**src/rtl/uart_mem_dumper_pkg.sv**
```systemverilog
// Shared types and constants for the UART memory dumper.
package uart_mem_dumper_pkg;

   typedef enum logic [2:0] {
      S_IDLE,
      S_RD_ADDR,
      S_RD_DATA,
      S_SEND,
      S_NEXT,
      S_FIN
   } state_e;

   localparam int FRAME_LEN      = 10;
   localparam int BYTES_PER_WORD = 4;

   function automatic logic [7:0] word_byte(input logic [31:0] word, input logic [1:0] idx);
      return 8'(word >> {idx, 3'b000});
   endfunction

endpackage

```
**src/rtl/uart_mem_dumper_if.sv**
```systemverilog
// Control, memory read port and serial line of the dumper, grouped as one bundle.
interface uart_mem_dumper_if #(
   parameter int ADDR_W = 14
);
   logic              start_i;
   logic [ADDR_W-1:0] base_adr_i;
   logic [ADDR_W-1:0] word_cnt_i;
   logic [ADDR_W-1:0] mem_adr_o;
   logic [31:0]       mem_dat_i;
   logic              busy_o;
   logic              done_o;
   logic              upg_tx_o;

   modport slave (
      input  start_i, base_adr_i, word_cnt_i, mem_dat_i,
      output mem_adr_o, busy_o, done_o, upg_tx_o
   );

   modport master (
      output start_i, base_adr_i, word_cnt_i, mem_dat_i,
      input  mem_adr_o, busy_o, done_o, upg_tx_o
   );
endinterface

```
**src/rtl/uart_mem_dumper_tx.sv**
```systemverilog
// 8N1 UART transmitter; ready rises in the last stop-bit cycle so bytes can run back-to-back.
module uart_tx
   import uart_mem_dumper_pkg::*;
#(
   parameter int CLK_DIV = 87
) (
   input  logic       clk_i,
   input  logic       rst_i,
   input  logic       valid_i,
   input  logic [7:0] data_i,
   output logic       ready_o,
   output logic       tx_o
);
   localparam int CW = $clog2(CLK_DIV + 1);

   logic          active_q;
   logic [CW-1:0] div_q;
   logic [3:0]    bit_q;
   logic [8:0]    shift_q;
   logic          tx_q;
   logic          last_cyc;

   assign last_cyc = active_q && (div_q == '0) && (bit_q == 4'(FRAME_LEN - 1));
   assign ready_o  = !active_q || last_cyc;
   assign tx_o     = tx_q;

   always_ff @(posedge clk_i or posedge rst_i) begin
      if (rst_i) begin
         active_q <= 1'b0;
         div_q    <= '0;
         bit_q    <= '0;
         shift_q  <= '0;
         tx_q     <= 1'b1;
      end else if (valid_i && ready_o) begin
         active_q <= 1'b1;
         div_q    <= CW'(CLK_DIV - 1);
         bit_q    <= '0;
         shift_q  <= {1'b1, data_i};
         tx_q     <= 1'b0;
      end else if (active_q) begin
         if (div_q != '0) begin
            div_q <= div_q - 1'b1;
         end else if (last_cyc) begin
            active_q <= 1'b0;
            bit_q    <= '0;
         end else begin
            tx_q    <= shift_q[0];
            shift_q <= {1'b0, shift_q[8:1]};
            bit_q   <= bit_q + 1'b1;
            div_q   <= CW'(CLK_DIV - 1);
         end
      end
   end
endmodule

```
**src/rtl/uart_mem_dumper.sv**
```systemverilog
// Reads a block of 32-bit words from a synchronous RAM and streams them LSB-byte first over UART.
//  state   | meaning
//  IDLE    | waiting for start_i
//  RD_ADDR | address presented to RAM
//  RD_DATA | RAM data captured, byte 0 handed to uart_tx
//  SEND    | remaining bytes of the word, then wait for last stop bit
//  NEXT    | advance address, decrement remaining count
//  FIN     | one-cycle done pulse, busy released
module uart_mem_dumper
   import uart_mem_dumper_pkg::*;
#(
   parameter int CLK_DIV = 87,
   parameter int ADDR_W  = 14
) (
   input  logic              upg_clk_i,
   input  logic              upg_rst_i,
   uart_mem_dumper_if.slave  bus
);
   state_e            state_q;
   logic [ADDR_W-1:0] addr_q;
   logic [ADDR_W-1:0] cnt_q;
   logic [31:0]       word_q;
   logic [1:0]        byte_q;
   logic              tx_valid_q;
   logic              busy_q;
   logic              done_q;
   logic [7:0]        tx_data;
   logic              tx_ready;

   // Byte 0 bypasses word_q so the start bit follows RD_DATA with no extra idle cycle.
   always_comb begin
      tx_data = word_byte(word_q, byte_q);
      if (state_q == S_RD_DATA) tx_data = bus.mem_dat_i[7:0];
   end

   assign bus.mem_adr_o = addr_q;
   assign bus.busy_o    = busy_q;
   assign bus.done_o    = done_q;

   always_ff @(posedge upg_clk_i or posedge upg_rst_i) begin
      if (upg_rst_i) begin
         state_q    <= S_IDLE;
         addr_q     <= '0;
         cnt_q      <= '0;
         word_q     <= '0;
         byte_q     <= '0;
         tx_valid_q <= 1'b0;
         busy_q     <= 1'b0;
         done_q     <= 1'b0;
      end else begin
         done_q <= 1'b0;
         case (state_q)
            S_IDLE: begin
               if (bus.start_i) begin
                  addr_q  <= bus.base_adr_i;
                  cnt_q   <= bus.word_cnt_i;
                  busy_q  <= 1'b1;
                  state_q <= (bus.word_cnt_i == '0) ? S_FIN : S_RD_ADDR;
               end
            end
            S_RD_ADDR: begin
               tx_valid_q <= 1'b1;
               state_q    <= S_RD_DATA;
            end
            S_RD_DATA: begin
               if (tx_ready) begin
                  word_q  <= bus.mem_dat_i;
                  byte_q  <= 2'd1;
                  state_q <= S_SEND;
               end
            end
            S_SEND: begin
               if (tx_valid_q) begin
                  if (tx_ready) begin
                     if (byte_q == 2'(BYTES_PER_WORD - 1)) tx_valid_q <= 1'b0;
                     else                                  byte_q     <= byte_q + 1'b1;
                  end
               end else if (tx_ready) begin
                  state_q <= S_NEXT;
               end
            end
            S_NEXT: begin
               addr_q  <= addr_q + 1'b1;
               cnt_q   <= cnt_q - 1'b1;
               state_q <= (cnt_q == ADDR_W'(1)) ? S_FIN : S_RD_ADDR;
            end
            S_FIN: begin
               done_q  <= 1'b1;
               busy_q  <= 1'b0;
               state_q <= S_IDLE;
            end
            default: state_q <= S_IDLE;
         endcase
      end
   end

   uart_tx #(.CLK_DIV(CLK_DIV)) u_tx (
      .clk_i   (upg_clk_i),
      .rst_i   (upg_rst_i),
      .valid_i (tx_valid_q),
      .data_i  (tx_data),
      .ready_o (tx_ready),
      .tx_o    (bus.upg_tx_o)
   );
endmodule
```
**src/flat_wrapper.sv**
```systemverilog
// flat-port wrapper written by rule: the top's interface ports become plain ports
module uart_mem_dumper_flat import uart_mem_dumper_pkg::*;
#(
   parameter int CLK_DIV = 87,
   parameter int ADDR_W  = 14
)
  (upg_clk_i, upg_rst_i, bus_start_i, bus_base_adr_i, bus_word_cnt_i, bus_mem_dat_i, bus_mem_adr_o, bus_busy_o, bus_done_o, bus_upg_tx_o);
  uart_mem_dumper_if #(.ADDR_W(ADDR_W)) bus_i ();
  input  logic upg_clk_i;
  input  logic upg_rst_i;
  input wire logic [$bits(bus_i.start_i)-1:0] bus_start_i;
  input wire logic [$bits(bus_i.base_adr_i)-1:0] bus_base_adr_i;
  input wire logic [$bits(bus_i.word_cnt_i)-1:0] bus_word_cnt_i;
  input wire logic [$bits(bus_i.mem_dat_i)-1:0] bus_mem_dat_i;
  output wire logic [$bits(bus_i.mem_adr_o)-1:0] bus_mem_adr_o;
  output wire logic [$bits(bus_i.busy_o)-1:0] bus_busy_o;
  output wire logic [$bits(bus_i.done_o)-1:0] bus_done_o;
  output wire logic [$bits(bus_i.upg_tx_o)-1:0] bus_upg_tx_o;
  assign bus_i.start_i = bus_start_i;
  assign bus_i.base_adr_i = bus_base_adr_i;
  assign bus_i.word_cnt_i = bus_word_cnt_i;
  assign bus_i.mem_dat_i = bus_mem_dat_i;
  assign bus_mem_adr_o = bus_i.mem_adr_o;
  assign bus_busy_o = bus_i.busy_o;
  assign bus_done_o = bus_i.done_o;
  assign bus_upg_tx_o = bus_i.upg_tx_o;
  uart_mem_dumper #(.CLK_DIV(CLK_DIV), .ADDR_W(ADDR_W)) u_core (.upg_clk_i(upg_clk_i), .upg_rst_i(upg_rst_i), .bus(bus_i));
endmodule
```
**config.mk**
```make
export PLATFORM = sky130hd
export DESIGN_NAME = uart_mem_dumper_flat
export DESIGN_NICKNAME = d
export VERILOG_FILES = /design/src/rtl/uart_mem_dumper_pkg.sv /design/src/rtl/uart_mem_dumper_if.sv /design/src/rtl/uart_mem_dumper_tx.sv /design/src/rtl/uart_mem_dumper.sv /design/src/flat_wrapper.sv
export SDC_FILE = /design/constraint.sdc
export NUM_CORES = 1
export LEC_CHECK = 0
export ABC_CLOCK_PERIOD_IN_PS = 5960
export CAP_MARGIN = 40
export CORE_UTILIZATION = 45
export CTS_CLUSTER_DIAMETER = 30
export DETAILED_ROUTE_END_ITERATION = 12
export PLACE_DENSITY = 0.8
export SLEW_MARGIN = 20
export SYNTH_ARGS = -nofsm -noshare
export SYNTH_HDL_FRONTEND = slang
export SYNTH_HIERARCHICAL = 1
export SYNTH_SLANG_ARGS = --single-unit
```
**constraint.sdc**
```tcl
create_clock -name upg_clk_i -period 5.96 [get_ports upg_clk_i]
set_input_delay 1.192 -clock upg_clk_i [delete_from_list [all_inputs] [get_ports upg_clk_i]]
set_output_delay 1.192 -clock upg_clk_i [all_outputs]
set_load 0.01 [all_outputs]
```
# Yosys cells after proc, flatten, opt, wreduce, memory -nomap -nowiden
# Index checks and enable logic that the tools add are counted.
# W data, S select, Z words.
# word_totals
register_bits,90
word_cells,102
# op_classes
addsub,5
eq_ne,17
shifts,1
mux,44
reduce_logical,22
# op_table
op,count
$pmux W14 S2,2
$mux W9,4
$shr A32 B5 Y8,1
$mux W14,2
$mux W7,4
$mux W3,6
$mux W4,4
$pmux W3 S5,1
$add A14 B1 Y14 const B,1
$eq A14 B1 Y1 const B,1
$logic_not A14 Y1,1
$sub A14 B1 Y14 const B,1
$mux W1,13
$ne A2 B2 Y1 const B,6
$reduce_and A2 Y1,5
$reduce_bool A2 Y1,5
$mux W2,4
$mux W8,1
$logic_not A7 Y1,1
$reduce_bool A7 Y1,1
$sub A7 B1 Y7 const B,1
$eq A3 B2 Y1 const B,2
$eq A3 B3 Y1 const B,2
$reduce_and A5 Y1,1
15 further kinds,19

# Logic depth before layout (Yosys ltp)
# depth
word_depth,7
ltp_mapped,9
ltp_nobuf,7

# Cells and area by module
# Netlist, hierarchy kept.
# by_module_without_submodules
module,n_inst,cells_each,area_per_inst_um2,seq_area_each_um2
uart_mem_dumper,1,318,3545.9,1701.6
uart_tx,1,111,1174.9,551.8

# Worst setup path after synthesis
# Ideal clock, no wire load.
# synth_timing
kind,register to register
from,register u_core.u_tx.div_q[0]
to,register u_core.word_q[10]
setup_time_ns,0.125
arrival_ns,2.217
required_ns,5.835
slack_ns,3.619
path_stages_with_launch,10
cell_sequence,dfrtp_1 -> inv_1 -> ha_1 -> or3b_4 -> o31ai_4 -> buf_6 -> and2_1 -> buf_2 -> buf_4 -> mux2_2
# synth_between
elab_chain_len,5
# synth_lines
item,line,source
from (decl),uart_mem_dumper_tx.sv:17,logic [CW-1:0] div_q;
from (signal assigned),uart_mem_dumper_tx.sv:36,div_q <= CW'(CLK_DIV - 1);
from (signal assigned),uart_mem_dumper_tx.sv:42,div_q <= div_q - 1'b1;
from (signal assigned),uart_mem_dumper_tx.sv:50,div_q <= CW'(CLK_DIV - 1);
$logic_not A7 Y1,uart_mem_dumper_tx.sv:23,assign last_cyc = active_q && (div_q == '0) && (bit_q == 4'(FRAME_LEN - 1));
$logic_and A1 B1 Y1 (2 in a row),uart_mem_dumper_tx.sv:23,
$logic_or A1 B1 Y1,uart_mem_dumper_tx.sv:24,assign ready_o = !active_q || last_cyc;
via u_core.tx_ready,uart_mem_dumper.sv:28,logic tx_ready;
$reduce_and A2 Y1 (no source line),--,
to (signal assigned),uart_mem_dumper.sv:67,word_q <= bus.mem_dat_i;
to (decl),uart_mem_dumper.sv:22,logic [31:0] word_q;
# The timed path passes the listed nets, and every way through them passes these cells.
# A chain may end at the register's enable or synchronous reset.

# Final worst setup path
# layout_timing
from,register u_core.u_tx.div_q[0]
to,register u_core.word_q[1]
# The elaborated chain is that of the path after synthesis.

==> out/metrics.yaml <==
rows: 37
met1_usage_pct: 27.41
clkSinkCount: 90
path_max_fanout: 32
grt_overflow: 0
tightest_slew_ns: 0.7845
ys.flop_type: "dfrtp_1"
core-area_sq_um: 10230
finalWeightedCongestion: 0.8571
cts_hold_buf: 0
die_x_microns: 104.4
synth.avg_cell_area_sq_um: 11.00
cts-root-buf: "clkbuf_8"
cts_setup_buffers: 0
die_h_microns: 104.4
grtUsageMet3_pct: 4.574
numCtsBuffers: 9
fin_util_pct: 57.25
n_antenna_cell: 0
drc: 0
fin_tns_setup_ns: 0
crit_type: "reg -> reg"
crit_arrival_ns: 3.13
cap_violations: 0
dr.pass1.iters: 4
cts_tree: "done"
seq_area_frac_synth_pct: 47.73
status: "complete, no violations"
num-nets-final: 571
cts_max_level: 3
ctsResizeCount: 0
antenna_left: 0
place_area_sq_um: 5600
rsz0062_at_grt: "false"
clkLatencyLatePin_ns: 0.36
synth_edf_count: 0
startpoint_type: "flop"
numPortBuffers: 79
wl_mm: 10.85
multi_input_area_sq_um: 2276
hold_path_class: "reg -> reg"
grt.total_usage_pct: 20.53
die-area_sq_um: 10900
grt_pass1_vias: 3731
ios: 80
hold_viol: 0
setup_viol: 0
cp_slowest_stage_delay_ns: 0.66
cts_buffer_depth: 2
drive_above_1_share_pct: 18.38
grt_max_degree: 45
clock_skew_ns: 0.01514
vias: 3749
areaGrowthSynthToFinish_pct: 24.07
crit_path_top_delay_cell: "o31ai_4"
start_util_pct: 46.14
final_area_sq_um: 5857
synth_warnings: 6
synthesis.area_sq_um: 4721
grt_pass1_wl_mm: 17.95
wl_per_cell_microns: 16.90
first_iter_violations: 191
fillers: 809
slew_headroom_pct: 47.70
p_leak_nw: 2.354
synth_async_sr_flop_share_pct: 100.0
min_period_over_period_pct: 48.63
clk_pin_slew_ns: 0.09
required_ns: 6.19
end_kind: "flop"
antenna_found_initial: 0
irDropWorstVdd_v: 0.0002310
fin_crit_ns: 2.898
place_hpwl_mm: 7.722
power_density_nw_per_um2: 395.8
critical_path.cell_chain: "inv_1 -> ha_1 -> or3b_4 -> o31ai_4 -> and2_1 -> buf_4 -> mux2_2"
finalMaxSlewViolations: 0
synth-seq-cells: 90
ff_latch_area_sq_um: 2253
synth_nets: 499
viasPerCell: 5.840
syn_inst: 429
use_met2_pct: 33.54
fmax_ghz: 0.3451
top_usage_layer: "met2"
ys_types: 65
## metal layers
layer / vias up / wire, microns
met5: - / 0
met3: 9 / 679
met2: 136 / 5265
met1: 1847 / 4798
li1: 1757 / -
met4: 0 / 108
## cell usage in the layout (no fill, tap or decap), types with 9 or more instances in the layout
master / synthesis / final
o211ai_1: 12 / 12
dfrtp_1: 89 / 89
nand2_1: 36 / 36
a211oi_1: 10 / 10
mux2_2: 37 / 37
clkbuf_8: 0 / 10
nand3_1: 16 / 16
nor3_1: 13 / 13
nor2_1: 26 / 26
inv_1: 16 / 15
clkdlybuf4s50_1: 0 / 79
a21oi_1: 9 / 9
o21ai_0: 19 / 19
## report_power, final
part	internal [mW]	switching, mW	total [mW]
Sequential	0.811	0.268	1.08
Combinational	0.440	0.319	0.759
Clock	0.253	0.227	0.480
## cell usage after synthesis, types with 3 or more instances
cell type	number	area, sq um
dfrtp_1	89	2227
mux2_2	37	416.7
nand2_1	36	135.1
nor2_1	26	97.59
o21ai_0	19	95.09
inv_1	16	60.06
nand3_1	16	80.08
nor3_1	13	65.06
clkbuf_1	12	45.04
o211ai_1	12	90.09
a211oi_1	10	75.07
a21oi_1	9	45.04
mux4_2	8	180.2
or3_2	8	60.06
ha_1	7	87.58
nand4_1	7	43.79
o221a_1	7	78.83
or3_1	6	37.54
a31oi_1	5	31.28
and3_1	5	31.28
buf_2	5	25.02
buf_6	4	45.04
nor4_1	4	25.02
o311ai_0	4	35.03
a22oi_1	3	22.52
and2_1	3	18.77
buf_4	3	22.52
mux2_1	3	33.78
mux2i_1	3	30.03
o22ai_1	3	18.77
or2_2	3	18.77
## registers in the layout, indices dropped and copies added (netlist names)
name and cells:
u_core/word_q 32, u_core/u_tx/active_q 1, u_core/u_tx/bit_q 4, u_core/u_tx/tx_o 1, u_core/bus.mem_adr_o 14, u_core/byte_q 2, u_core/u_tx/shift_q 9, u_core/cnt_q 14
u_core/bus.busy_o 1, u_core/bus.done_o 1, u_core/tx_valid_q 1, u_core/state_q 3, u_core/u_tx/div_q 7
## metrics by stage
step | setup WS (ns) | instances | power [mW] | hold slack (ns)
floorplan | 3.056 | 429 | 1.530 | 0.4524
global placement | 2.934 | 623 | 1.798 | 0.4657
detailed placement | 2.914 | 624 | 1.838 | 0.4807
CTS | 3.057 | 640 | 2.327 | 0.5078
global route | 2.910 | 642 | 2.467 | 0.5192
finish | 3.062 | 642 | 2.318 | 0.5047
## layout make-up
class                      count  area share [%]
inverter                      16           1.025
clock buffer                  10           2.350
timing repair buffer          85           14.74
sequential                    90           38.47
tap                          136           2.905
clock inverter                 6           1.645
multi-input combinational    299           38.86
## worst max-delay path, delay by kind of cell, from the launching register on
kind | cells | cell delay, ns
buffers and inverters | 2 | 0.44
AO/OA/AOI/OAI | 1 | 0.66
adder cells (fa/ha/maj) | 1 | 0.19
flip-flops | 1 | 0.43
AND/OR/NAND/NOR | 2 | 0.66
multiplexers | 1 | 0.39
## cells by family after synthesis
logic type / Yosys count / share of synthesized area, %
buffers and inverters: 40 / 4.187
multiplexers: 51 / 13.99
adder cells (fa/ha/maj): 7 / 1.855
flip-flops: 90 / 47.73
AO/OA/AOI/OAI: 91 / 14.15
AND/OR/NAND/NOR: 149 / 17.89
XOR/XNOR: 1 / 0.1856
## final timing paths
path | start | endpoint | slack, ns | depth (start not counted)
max | u_core/u_tx/div_q[0]$_DFFE_PP0P_ | u_core/word_q[1]$_DFFE_PP0P_ | 3.06 | 7
min | u_core/word_q[16]$_DFFE_PP0P_ | u_core/word_q[16]$_DFFE_PP0P_ | 0.50 | 1
max reg2reg | u_core/u_tx/div_q[0]$_DFFE_PP0P_ | u_core/word_q[1]$_DFFE_PP0P_ | 3.06 | 7
min reg2reg | u_core/word_q[16]$_DFFE_PP0P_ | u_core/word_q[16]$_DFFE_PP0P_ | 0.50 | 1
max in group asynchronous | upg_rst_i | u_core/bus.done_o$_DFF_PP0_ | 4.18 | 4
min in group asynchronous | upg_rst_i | u_core/u_tx/bit_q[1]$_DFFE_PP0P_ | 1.06 | 2
(Power assumes the default switching activity.)
